===== src/rtl/dmem_arbiter.sv =====
// Data-memory port arbiter: shares one data-memory port between the CPU MEM
// stage and a burst DMA engine. The CPU normally wins. A pending DMA beat is
// forced through after STARVE_LIMIT consecutive CPU wins, so a burst always
// makes progress.
//
// Handshake semantics: the memory port is combinational. In any cycle exactly
// one side owns it. The CPU request is cpu_re|cpu_we, and cpu_stall=1 means
// "not served this cycle, hold the request". A DMA beat is served in the cycle
// dma_wready (write) or mem_re with the beat address (read) is high. Read-beat
// data returns one cycle later with dma_rvalid.
module dmem_arbiter #(
  parameter int unsigned STARVE_LIMIT = 4
) (
  input  logic        clk,
  input  logic        reset,
  input  logic        cpu_re,
  input  logic        cpu_we,
  input  logic [31:0] cpu_addr,
  input  logic [31:0] cpu_wdata,
  output logic [31:0] cpu_rdata,
  output logic        cpu_stall,
  input  logic        dma_start,
  input  logic        dma_write,
  input  logic [31:0] dma_base,
  input  logic [4:0]  dma_len,
  input  logic [31:0] dma_wdata,
  output logic        dma_wready,
  output logic [31:0] dma_rdata,
  output logic        dma_rvalid,
  output logic        dma_busy,
  output logic        dma_done,
  output logic [31:0] mem_addr,
  output logic [31:0] mem_wdata,
  output logic        mem_we,
  output logic        mem_re,
  input  logic [31:0] mem_rdata,
  output logic [1:0]  dbg_state
);

  localparam int SW = (STARVE_LIMIT < 1) ? 1 : $clog2(STARVE_LIMIT + 1);

  typedef enum logic [1:0] {
    IDLE  = 2'd0,
    BURST = 2'd1,
    DONE  = 2'd2
  } state_t;

  state_t        state_q, state_d;
  logic [31:0]   addr_q, addr_d;
  logic [4:0]    left_q, left_d;
  logic          write_q, write_d;
  logic [SW-1:0] starve_q, starve_d;
  logic [31:0]   rdata_q, rdata_d;
  logic          rvalid_q, rvalid_d;

  logic       cpu_req;
  logic       in_burst;
  logic       starved;
  logic       dma_win;
  logic       cpu_win;
  logic [4:0] len_eff;

  // Grant decision. While reset is high the block behaves as if idle and
  // makes no memory access.
  always_comb begin
    cpu_req  = cpu_re | cpu_we;
    in_burst = (state_q == BURST) && !reset;
    starved  = (starve_q >= SW'(STARVE_LIMIT));
    dma_win  = in_burst && (!cpu_req || starved);
    cpu_win  = cpu_req && !dma_win && !reset;
    len_eff  = (dma_len > 5'd16) ? 5'd16 : dma_len;
  end

  // FSM state register
  always_ff @(posedge clk) begin
    if (reset) begin
      state_q <= IDLE;
    end else begin
      state_q <= state_d;
    end
  end

  // FSM next state: a zero-length start skips straight to DONE
  always_comb begin
    state_d = state_q;
    case (state_q)
      IDLE: begin
        if (dma_start) begin
          state_d = (dma_len == 5'd0) ? DONE : BURST;
        end
      end
      BURST: begin
        if (dma_win && (left_q == 5'd1)) begin
          state_d = DONE;
        end
      end
      DONE:    state_d = IDLE;
      default: state_d = IDLE;
    endcase
  end

  // FSM outputs: memory port mux from the winner, stall and status flags
  always_comb begin
    mem_addr   = 32'd0;
    mem_wdata  = 32'd0;
    mem_we     = 1'b0;
    mem_re     = 1'b0;
    dma_wready = 1'b0;
    cpu_rdata  = 32'd0;
    if (dma_win) begin
      mem_addr = addr_q;
      if (write_q) begin
        mem_we     = 1'b1;
        mem_wdata  = dma_wdata;
        dma_wready = 1'b1;
      end else begin
        mem_re = 1'b1;
      end
    end else if (cpu_win) begin
      mem_addr  = cpu_addr;
      mem_wdata = cpu_wdata;
      mem_we    = cpu_we;
      mem_re    = cpu_re & ~cpu_we;
      if (cpu_re && !cpu_we) begin
        cpu_rdata = mem_rdata;
      end
    end
    cpu_stall  = cpu_req && dma_win;
    dma_busy   = (state_q == BURST) || (state_q == DONE);
    dma_done   = (state_q == DONE);
    dma_rdata  = rdata_q;
    dma_rvalid = rvalid_q;
    dbg_state  = state_q;
  end

  // Burst bookkeeping: latch on start, advance address on each beat,
  // starve counter counts CPU wins since the last beat
  always_comb begin
    addr_d   = addr_q;
    left_d   = left_q;
    write_d  = write_q;
    starve_d = starve_q;
    rdata_d  = rdata_q;
    rvalid_d = 1'b0;
    if ((state_q == IDLE) && dma_start && (dma_len != 5'd0)) begin
      addr_d  = dma_base;
      write_d = dma_write;
      left_d  = len_eff;
    end
    if (dma_win) begin
      addr_d   = addr_q + 32'd4;
      left_d   = left_q - 5'd1;
      starve_d = '0;
      if (!write_q) begin
        rdata_d  = mem_rdata;
        rvalid_d = 1'b1;
      end
    end else if (in_burst && cpu_win) begin
      starve_d = starve_q + SW'(1);
    end
    if (state_d != BURST) begin
      starve_d = '0;
    end
  end

  // Burst datapath registers
  always_ff @(posedge clk) begin
    if (reset) begin
      addr_q   <= 32'd0;
      left_q   <= 5'd0;
      write_q  <= 1'b0;
      starve_q <= '0;
      rdata_q  <= 32'd0;
      rvalid_q <= 1'b0;
    end else begin
      addr_q   <= addr_d;
      left_q   <= left_d;
      write_q  <= write_d;
      starve_q <= starve_d;
      rdata_q  <= rdata_d;
      rvalid_q <= rvalid_d;
    end
  end

endmodule


===== config.mk =====
export PLATFORM = sky130hd
export DESIGN_NAME = dmem_arbiter
export DESIGN_NICKNAME = d
export VERILOG_FILES = /design/src/rtl/dmem_arbiter.sv
export SDC_FILE = /design/constraint.sdc
export NUM_CORES = 1
export LEC_CHECK = 0
export BUFFER_PORTS_ARGS = -buffer_cell sky130_fd_sc_hd__buf_4
export CORE_AREA = 2 2 121 123
export DETAILED_ROUTE_END_ITERATION = 12
export DIE_AREA = 0 0 123 125
export PLACE_DENSITY = 0.7
export SYNTH_ARGS = -nofsm -noshare
export SYNTH_HDL_FRONTEND = slang
export SYNTH_SLANG_ARGS = --single-unit
export TNS_END_PERCENT = 1

===== constraint.sdc =====
create_clock -name clk -period 3.57 [get_ports clk]
set_input_delay 0.1785 -clock clk [delete_from_list [all_inputs] [get_ports clk]]
set_output_delay 0.1785 -clock clk [all_outputs]
set_load 0.01 [all_outputs]

==> impl_metrics.yaml <==
final_layout:
  nNetsFinal: 1037
  drive_gt1_frac: 0.402
  design_area_um2: 7200
  nFillCells: 1410
  layout.cells.non_filler: 1048
  syn2layout_area_growth_pct: 60.1
  utilization: 0.507
  antenna_cells: 0
grt:
  first_global_vias: 5122
  grt_max_degree: 73
  grt-ovfl-total: 0
  grt_pass1_wl_um: 27600
  grt_util_all_layers: 0.229
  antenna_found_initial: 1
clock_network:
  cts_setup_buffers: 0
  holdBufCountCts: 0
  cts-resized-gates: 0
  cts_buffers: 9
  cts.sinks: 76
  cts_tree: "yes"
  path_clk_slew_ps: 60
  clk_path_buf_depth: 2
  clock_latency_ps: 340
  cts-root-buf: "clkbuf_16"
  h-tree-depth: 3
synthesis:
  synth_cells: 575
  syn_area_um2: 4500
  ys_ff_latch: 76
  ys_async_sr_fraction: 0
  yosys.area_share.simple: 0.271
  synth_top_family_by_area: "compound AO/OA/AOI/OAI gates"
  synth_cell_type_count: 62
  syn_nets: 753
  synth_xor_area_frac: 0.0234
  synth_enable_flop_cells: 0
  ys_seq_area_frac: 0.338
  synth_ff_type: "dfxtp_1"
  yosysWarningCount: 0
  synth_adder_area_share: 0.0195
  syn_area_per_cell_um2: 7.82
  synthMuxAreaShare: 0.00724
  synth_compound_area_frac: 0.281
sta:
  setup_violations: 0
  worst_pin_slew_ps: 1310
  clock_skew_ps: 5.35
  rsz0062_at_grt: "false"
  finalCritPeriodShare: 0.826
  slew-limit-headroom: 0.127
  min_period_ps: 2950
  hold_viol: 0
  maxSlewViolCount: 0
  fmax_mhz: 339
  setup_ws_ps: 622
  tns_ps: 0
worst_setup_path:
  r2r_end: "addr_q[21]$_SDFFE_PP0P_"
  cp_top_family: "simple AND/OR/NAND/NOR gates"
  path_cells: "ha_1 -> and2b_2 -> and3_1 -> buf_4 -> a22o_1 -> buf_4"
  ff2ff_path_depth: 7
  regToRegSetupSlack_ps: 1050
  cp_num_buf_inv: 2
  path_common_cell: "buf_4"
  cp_max_fo: 32
  critPathKind: "flop to output pin"
  cpPeakStageDelay_ps: 1040
  cp.required_ps: 3390
  start_kind: "flop"
  worstSetupEndpointType: "output pin"
  worst_path_max_delay_cell: "and3_1"
  crit_arrival_ps: 2770
  r2r-start: "dbg_state[0]$_SDFF_PP0_"
placement:
  placed_cell_area_um2: 6920
  dpl_worst_slack_ps: 981
  place_congestion: 0.845
  port_buffers: 307
  dp_cells: 1032
  post-dp-hpwl_um: 13500
detailed_routing:
  via_count: 5420
  postRouteWirelength_um: 18000
  first_pass_iters: 5
  ant_nets: 0
  post_drt_via_cell_ratio: 5.17
  drt_iter0_drc: 312
  drcViolationCount: 0
  wl_per_cell_um: 17.2
hold_path:
  holdPathEnd: "dma_rdata[5]$_SDFFE_PP0P_"
  hold_depth: 3
  hold_class: "input port to flop"
  min_from: "mem_rdata[5]"
die:
  num_rows: 44
  initial_core_util: 0.317
  dieWidth_um: 123
  ioPinCount: 308
  die-area_um2: 15400
  core_area_um2: 14200
  die_h_um: 125
pwr:
  p_comb_frac: 0.226
  leakage_nw: 3.28
  p_clk_frac: 0.375
  p_seq_frac: 0.399
  pwr_density_cell_nw_per_um2: 328
  intPower_mw: 1.71
  power.share.switching: 0.275
  vdd_drop_max_v: 0.000317
  net-switching-power_mw: 0.649
outcome:
  status: "complete, no violations"
flow_run:
  drv_cap: 0
-- worst max path at each step --
stage	start	end	slack [ps]	cells after the start
6_report	dbg_state[0]$_SDFF_PP0_	mem_wdata[3]	620	6
5_1_grt	dbg_state[0]$_SDFF_PP0_	mem_wdata[3]	370	6
4_1_cts	dbg_state[0]$_SDFF_PP0_	mem_wdata[3]	620	6
3_5_place_dp	dbg_state[1]$_SDFF_PP0_	mem_wdata[3]	980	7
3_3_place_gp	dbg_state[1]$_SDFF_PP0_	mem_wdata[3]	1060	7
2_1_floorplan	dbg_state[1]$_SDFF_PP0_	mem_wdata[10]	1290	8
-- registers in the layout, summed over array words and instances, names as in the netlist --
name        cells
write_q         1
addr_q         32
starve_q        3
left_q          5
dma_rvalid      1
dbg_state       2
dma_rdata      32
-- synth_stat cells (3+ instances only) --
cell type	n	area (um2)
nor3_1	5	25.0
inv_1	10	37.5
a211oi_1	11	82.6
a22o_1	62	543
a32oi_1	3	26.3
clkbuf_8	3	41.3
buf_1	3	11.3
nand3_1	17	85.1
o21ai_0	8	40.0
nand2_1	104	390
a311oi_1	3	26.3
clkbuf_1	32	120
a2bb2oi_1	5	43.8
and3_1	6	37.5
or3_1	3	18.8
and2_1	35	219
nand2b_1	3	18.8
nand4_1	13	81.3
ha_1	7	87.6
o211ai_1	4	30.0
a21o_1	3	22.5
xnor2_1	7	61.3
buf_2	4	20.0
a31oi_1	11	68.8
xor2_1	5	43.8
and4_1	6	52.6
dfxtp_1	76	1520
nor2_1	33	124
nor4_1	6	37.5
a21oi_1	50	250
-- routing by layer --
layer / vias to the layer above / GRT usage / part of all wire / routed length (um)
met5: - / 0 / 0.00072 / 13
met4: 2 / 0.0434 / 0.010 / 182
met3: 16 / 0.0917 / 0.11 / 1900
met2: 226 / 0.362 / 0.47 / 8400
met1: 2524 / 0.298 / 0.42 / 7510
li1: 2652 / - / - / -
-- kinds of logic (layout without fill, tap and decap cells) --
kind of cell | after synthesis | after routing
AO/OA/AOI/OAI | 174 | 174
adder cells (fa/ha/maj) | 7 | 7
buffers and inverters | 56 | 345
XOR/XNOR | 12 | 12
multiplexers | 3 | 3
AND/OR/NAND/NOR | 247 | 247
flip-flops | 76 | 76
-- tightest hold or removal path: cells and delay by family --
family | cells | cell delay, ps
simple gates | 1 | 50
compound gates | 1 | 50
buf+inv | 1 | 110
-- cell usage in the layout, fill, tap and decap left out, drive strengths merged, types with 3 or more instances in the layout --
| master | count |
|---|---|
| and3 | 6 |
| and2 | 36 |
| nand4 | 13 |
| ha | 7 |
| buf | 318 |
| or3 | 4 |
| a211oi | 11 |
| xor2 | 5 |
| o21ai | 9 |
| a31oi | 11 |
| o211ai | 4 |
| nand3 | 18 |
| dfxtp | 76 |
| nor2 | 33 |
| nand2b | 3 |
| a22o | 63 |
| nor4 | 6 |
| nand2 | 104 |
| clkbuf | 15 |
| a2bb2oi | 5 |
| and4 | 7 |
| or4 | 3 |
| a21o | 3 |
| a32oi | 3 |
| a21oi | 50 |
| xnor2 | 7 |
| inv | 11 |
| a311oi | 3 |
| nor3 | 6 |
-- layout make-up --
class	instances	area (um2)	share of cell area
Multi-Input combinational cell	443	2720	0.378
Timing Repair Buffer	318	2400	0.333
Sequential cell	76	1520	0.211
Clock buffer	15	278	0.0386
Tap cell	184	230	0.0320
Inverter	11	41.3	0.00574
Clock inverter	1	5.00	0.000695
-- metrics by stage --
stage / power (mW) / hold slack [ps]
floorplan: 1.19 / 312
global placement: 1.49 / 434
detailed placement: 1.49 / 442
CTS: 2.39 / 73.0
global route: 2.47 / 79.8
finish: 2.36 / 86.0
-- power groups by stage --
stage                     logic (mW)  clock network (mW)  registers (mW)
final                          0.535               0.885           0.942
after global routing           0.579               0.943           0.948
after CTS                      0.537               0.907           0.941
after detailed placement       0.534                   0           0.959
after global placement         0.533                   0           0.958
after floorplan                0.240                   0           0.945
(Power assumes the default switching activity.)
